$ cat config.mk
export PLATFORM = sky130hd
export DESIGN_NAME = multi_blinker
export DESIGN_NICKNAME = d
export VERILOG_FILES = /design/src/rtl/multi_blinker.sv
export SDC_FILE = /design/constraint.sdc
export NUM_CORES = 1
export LEC_CHECK = 0
export ABC_AREA = 1
export BUFFER_PORTS_ARGS = -buffer_cell sky130_fd_sc_hd__buf_2
export CAP_MARGIN = 20
export CORE_AREA = 5 5 225 227
export CTS_BUF_LIST = sky130_fd_sc_hd__clkbuf_8 sky130_fd_sc_hd__clkbuf_16
export DETAILED_ROUTE_END_ITERATION = 12
export DIE_AREA = 0 0 230 232
export PLACE_DENSITY_LB_ADDON = 0.2
export SETUP_SLACK_MARGIN = 0.5
export SLEW_MARGIN = 10
export SYNTH_ARGS = -nofsm -noshare
export SYNTH_HDL_FRONTEND = slang
export SYNTH_SLANG_ARGS = --single-unit
$ cat constraint.sdc
create_clock -name clk_i -period 3.25 [get_ports clk_i]
set_clock_uncertainty 0.15 [all_clocks]
set_input_delay 0.325 -clock clk_i [delete_from_list [all_inputs] [get_ports clk_i]]
set_output_delay 0.325 -clock clk_i [all_outputs]
set_load 0.05 [all_outputs]
$ cat src/rtl/multi_blinker.sv
// multi_blinker: one shared prescaler tick driving CHANNELS LEDs.
// Per-channel OFF/ON/BLINK/ONESHOT, configured via a one-slot valid/ready port.
module multi_blinker #(
  parameter int FREQ     = 25000000,
  parameter int TICK_HZ  = 1000,
  parameter int CHANNELS = 4,
  parameter int PW       = 16,
  localparam int CW      = (CHANNELS > 1) ? $clog2(CHANNELS) : 1
) (
  input  logic                clk_i,
  input  logic                rst_ni,
  input  logic                cfg_valid_i,
  output logic                cfg_ready_o,
  input  logic [CW-1:0]       cfg_ch_i,
  input  logic [1:0]          cfg_mode_i,
  input  logic [PW-1:0]       cfg_period_i,
  input  logic [PW-1:0]       cfg_duty_i,
  output logic                tick_o,
  output logic [CHANNELS-1:0] led_o
);

  localparam int DIV = FREQ / TICK_HZ;
  localparam int DW  = (DIV > 1) ? $clog2(DIV) : 1;

  if ((FREQ % TICK_HZ) != 0 || DIV < 2) begin : g_bad_div
    $fatal(1, "multi_blinker: FREQ/TICK_HZ must be integral and >= 2");
  end
  if (CHANNELS < 1) begin : g_bad_ch
    $fatal(1, "multi_blinker: CHANNELS must be >= 1");
  end

  typedef enum logic [1:0] {
    M_OFF   = 2'd0,
    M_ON    = 2'd1,
    M_BLINK = 2'd2,
    M_ONE   = 2'd3
  } mode_t;

  logic [DW-1:0]       r_cnt;
  logic                r_tick;

  logic                r_pend;
  logic [CW-1:0]       r_p_ch;
  mode_t               r_p_mode;
  logic [PW-1:0]       r_p_per;
  logic [PW-1:0]       r_p_duty;

  mode_t               r_mode [CHANNELS];
  logic [PW-1:0]       r_per  [CHANNELS];
  logic [PW-1:0]       r_duty [CHANNELS];
  logic [PW-1:0]       r_ph   [CHANNELS];
  logic [CHANNELS-1:0] r_led;

  mode_t               w_mode [CHANNELS];
  logic [PW-1:0]       w_per  [CHANNELS];
  logic [PW-1:0]       w_duty [CHANNELS];
  logic [PW-1:0]       w_ph   [CHANNELS];
  logic [PW-1:0]       w_nph  [CHANNELS];
  logic [CHANNELS-1:0] w_led;
  logic [CHANNELS-1:0] w_sel;
  logic                w_acc;
  logic                w_apply;

  assign w_acc       = cfg_valid_i && !r_pend;
  assign w_apply     = r_tick && r_pend;
  // out-of-range channel codes shift out of the vector and select nothing
  assign w_sel       = w_apply ? (CHANNELS'(1) << r_p_ch) : '0;
  assign cfg_ready_o = !r_pend;
  assign tick_o      = r_tick;
  assign led_o       = r_led;

  // prescaler: wrap at DIV-1 and emit a registered one-cycle tick
  always_ff @(posedge clk_i or negedge rst_ni) begin
    if (!rst_ni) begin
      r_cnt  <= '0;
      r_tick <= 1'b0;
    end else if (r_cnt == DW'(DIV - 1)) begin
      r_cnt  <= '0;
      r_tick <= 1'b1;
    end else begin
      r_cnt  <= r_cnt + DW'(1);
      r_tick <= 1'b0;
    end
  end

  // single pending config slot, filled on accept, drained on a tick edge
  always_ff @(posedge clk_i or negedge rst_ni) begin
    if (!rst_ni) begin
      r_pend   <= 1'b0;
      r_p_ch   <= '0;
      r_p_mode <= M_OFF;
      r_p_per  <= '0;
      r_p_duty <= '0;
    end else if (w_acc) begin
      r_pend   <= 1'b1;
      r_p_ch   <= cfg_ch_i;
      r_p_mode <= mode_t'(cfg_mode_i);
      r_p_per  <= cfg_period_i;
      r_p_duty <= cfg_duty_i;
    end else if (w_apply) begin
      r_pend   <= 1'b0;
    end
  end

  // next channel state: load on apply, otherwise advance on tick edges
  always_comb begin
    for (int i = 0; i < CHANNELS; i++) begin
      w_mode[i] = r_mode[i];
      w_per[i]  = r_per[i];
      w_duty[i] = r_duty[i];
      w_ph[i]   = r_ph[i];
      w_nph[i]  = '0;
      w_led[i]  = r_led[i];
      if (w_sel[i]) begin
        w_mode[i] = r_p_mode;
        w_per[i]  = (r_p_per == '0) ? PW'(1) : r_p_per;
        w_duty[i] = r_p_duty;
        w_ph[i]   = '0;
        unique case (r_p_mode)
          M_OFF:   w_led[i] = 1'b0;
          M_ON:    w_led[i] = 1'b1;
          M_BLINK: w_led[i] = (r_p_duty != '0);
          M_ONE: begin
            w_led[i] = (r_p_duty != '0);
            if (r_p_duty == '0) w_mode[i] = M_OFF;
          end
        endcase
      end else if (r_tick) begin
        unique case (r_mode[i])
          M_OFF:   w_led[i] = 1'b0;
          M_ON:    w_led[i] = 1'b1;
          M_BLINK: begin
            w_nph[i] = (r_ph[i] == r_per[i] - PW'(1)) ? '0
                     : r_ph[i] + PW'(1);
            w_ph[i]  = w_nph[i];
            w_led[i] = (w_nph[i] < r_duty[i]);
          end
          M_ONE: begin
            w_nph[i] = r_ph[i] + PW'(1);
            w_ph[i]  = w_nph[i];
            if (w_nph[i] >= r_duty[i]) begin
              w_mode[i] = M_OFF;
              w_led[i]  = 1'b0;
            end else begin
              w_led[i]  = 1'b1;
            end
          end
        endcase
      end
    end
  end

  // channel state registers
  always_ff @(posedge clk_i or negedge rst_ni) begin
    if (!rst_ni) begin
      for (int i = 0; i < CHANNELS; i++) begin
        r_mode[i] <= M_OFF;
        r_per[i]  <= PW'(1);
        r_duty[i] <= '0;
        r_ph[i]   <= '0;
      end
      r_led <= '0;
    end else begin
      for (int i = 0; i < CHANNELS; i++) begin
        r_mode[i] <= w_mode[i];
        r_per[i]  <= w_per[i];
        r_duty[i] <= w_duty[i];
        r_ph[i]   <= w_ph[i];
      end
      r_led <= w_led;
    end
  end

endmodule

==> results_dict.tcl <==
set metrics [dict create \
    dieArea_mm2 0.0534 \
    rrSetupSlack_ns -0.09 \
    area_growth_syn_to_layout_pct 32.7 \
    total_leakage_power_nw 11.4 \
    post_drt_wl_per_cell_um 16.5 \
    synth-edff-count 0 \
    clkSinkCount 257 \
    tightest_slew_ns 1.21 \
    final-hold-violation-count 0 \
    place_congestion 0.892 \
    power_frac_comb 0.018 \
    ys_top_cells_by_area "dfrtp_1, nand2_1, ha_1, inv_1, o21ai_0" \
    die_width_um 230 \
    cts-buffers-inserted 35 \
    vias 15455 \
    intPower_mw 5.83 \
    rsz0062_at_grt "true" \
    crit_path_end_kind "flop" \
    grt_overflow 0 \
    seqPwrFrac 0.430 \
    cts_tree "yes" \
    grt_usage 0.187 \
    post-dp-hpwl_um 36800 \
    synth_top_area_cell "dfrtp_1" \
    async_flop_share 1.00 \
    synth_cell_types 56 \
    holdWs_ns 0.224 \
    netlist.area_leader.share 0.378 \
    cap_viol_max_count 0 \
    synth.avg_cell_area_um2 7.56 \
    worstSetupPathType "flop to flop" \
    violations "negative setup slack" \
    ctsRootBufferMaster "clkbuf_16" \
    cts_buffer_depth 3 \
    fin_nets 2659 \
    rows 81 \
    vdd_ir_drop_max_uv 280 \
    switchingPower_mw 1.61 \
    finish.utilization 0.459 \
    status "complete, but fails checks" \
    core_mm2 0.0484 \
    grt_max_degree 109 \
    power_density_mw_per_mm2 335 \
    synthCells 2217 \
    clk_pin_slew_ns 0.06 \
    synthesis.area_mm2 0.0168 \
    cp_max_fo 3 \
    dpl_worst_slack_ns -0.142 \
    finalCriticalPeriod_ns 3.34 \
    clk_latency_ns 0.56 \
    drc 0 \
    grt_pass1_wl_um 80100 \
    p_clk_frac 0.552 \
    required_ns 3.57 \
    worstPathArrival_ns 3.65 \
    first_global_vias 15069 \
    swShare 0.217 \
    relSlewSlack 0.183 \
    yosysMostFrequentCell "nand2_1" \
    fin_ws_ns -0.0867 \
    syn_nets 2389 \
    antenna_found_initial 4 \
    ios 45 \
    start_util 0.346 \
    ant_nets 0 \
    drt_iter0_drc 972 \
    hold_class "primary input to flop" \
    synth_common_cells "nand2_1, inv_1, dfrtp_1, nor2_1, o21ai_0" \
    die_h_um 232 \
    fin_crit_sh 1.03 \
    slew_viol_final 0 \
    finalPower_mw 7.45 \
    via_per_inst 4.93 \
    startpoint_type "flop" \
    ys_ff_latch 257 \
    timing.fmax_mhz 300 \
    dr.pass1.iters 5 \
    cts_htree_levels 2 \
    setup_viol_count_final 3 \
    drive_gt1_frac 0.240 \
    fillers 4738 \
    io_buffers 44 \
    ys.flop_type "dfrtp_1" \
    ys_seq_area_frac 0.384 \
    synth_warnings 0 \
    wl_um 51700 \
]
==> sequential cells by signal (all words and copies together) (netlist names) <==
| name | flops |
|---|---|
| led_o | 4 |
| r_cnt | 15 |
| r_duty | 64 |
| r_mode | 8 |
| r_p_ch | 2 |
| r_p_duty | 16 |
| r_p_mode | 2 |
| r_p_per | 16 |
| r_pend | 1 |
| r_per | 64 |
| r_ph | 64 |
| tick_o | 1 |
==> logic make-up after synthesis <==
logic type,Yosys count,share of synthesized area
simple gates,920,0.234
xor+xnor,120,0.0640
mux,3,0.00201
buf+inv,410,0.0922
fa+ha+maj,133,0.0993
flops,257,0.384
compound gates,374,0.125
==> per-stage QoR <==
| step | instances | cell area (um^2) | setup TNS [ns] |
|---|---|---|---|
| floorplan | 2217 | 16900 | 0 |
| global placement | 2956 | 18700 | -0.316 |
| detailed placement | 2956 | 18700 | -0.344 |
| CTS | 3101 | 21100 | -0.0310 |
| global route | 3134 | 22200 | -1.90 |
| finish | 3136 | 22200 | -0.170 |
==> routing by layer <==
layer  vias up  GRT usage  routed length, um
met4         0     0.0512               1230
met3        71     0.0347               3100
met2       329      0.303              23200
met5         -          0                  0
met1      7319      0.258              24200
li1       7736          -                  -
==> final timing paths <==
| path | from | end | cells after the start |
|---|---|---|---|
| min reg2reg | r_duty[36]$_DFFE_PN0P_ | r_duty[36]$_DFFE_PN0P_ | 2 |
| min in group asynchronous | rst_ni | r_duty[48]$_DFFE_PN0P_ | 3 |
| min | cfg_valid_i | r_pend$_DFFE_PN0P_ | 3 |
| max reg2reg | r_ph[49]$_DFFE_PN0P_ | led_o[0]$_DFFE_PN0P_ | 23 |
| max | r_ph[49]$_DFFE_PN0P_ | led_o[0]$_DFFE_PN0P_ | 23 |
| max in group asynchronous | rst_ni | r_duty[49]$_DFFE_PN0P_ | 3 |
==> power groups by stage <==
| stage | sequential, mW | combinational, mW | clock (mW) |
|---|---|---|---|
| 6_report | 3.20 | 0.131 | 4.11 |
| 5_1_grt | 3.20 | 0.151 | 4.34 |
| 4_1_cts | 3.20 | 0.136 | 4.21 |
| 3_5_place_dp | 3.26 | 0.100 | 0 |
| 3_3_place_gp | 3.26 | 0.0995 | 0 |
| 2_1_floorplan | 3.26 | 0.000262 | 0 |
==> cell type report <==
cell class,count,area (um^2),area share
inverters,360,1370,0.0618
multi-input cells,1553,10200,0.458
clock buffers,40,956,0.0430
clock inverters,22,268,0.0120
well taps,622,778,0.0350
flip-flops and latches,257,6440,0.290
diodes,2,5.00,0.000225
repair buffers,280,2240,0.101
==> worst max-delay path: stages (launching register included) <==
cell,delay (ns)
dfrtp_1,0.35
ha_2,0.19
nand3_2,0.10
nor2_2,0.12
inv_1,0.06
nor2_1,0.08
inv_1,0.06
nor2_1,0.08
inv_1,0.07
nor3_2,0.11
inv_1,0.09
nor2_2,0.15
inv_2,0.05
nor2_2,0.09
xor2_1,0.22
inv_1,0.07
ha_2,0.17
a21oi_2,0.14
nor2_1,0.06
a2111oi_2,0.32
nand3_1,0.13
o21ai_2,0.18
nand2_1,0.09
a21oi_2,0.13
==> layout by cell type (no fill, tap or decap), drive strengths merged, types with 3 or more instances in the layout <==
| cell | count |
|---|---|
| a211oi | 8 |
| buf | 242 |
| nand2 | 494 |
| dfstp | 4 |
| nor4 | 18 |
| xnor2 | 26 |
| o21ai | 176 |
| xor2 | 93 |
| dfrtp | 253 |
| clkinv | 7 |
| ha | 133 |
| a31oi | 3 |
| or2 | 8 |
| clkbuf | 40 |
| nor2 | 244 |
| nor3 | 31 |
| inv | 367 |
| a2111oi | 5 |
| mux2 | 3 |
| nand3b | 9 |
| o211ai | 4 |
| o22ai | 45 |
| a21oi | 104 |
| nand4 | 38 |
| and2 | 3 |
| bufinv | 6 |
| dlygate4sd3 | 38 |
| o32ai | 15 |
| nand3 | 73 |
==> repair_timing <==
action                                 in CTS  in global routing
cloned                                      0                  3
setup buffers                              45                 30
setup endpoints to repair                  58                 75
pin swaps                                  55                119
gates resized for setup                   112                192
endpoints found under the hold margin     289                  0
hold buffers                               38                  0
No activity file was read; power rests on OpenSTA's default activity.
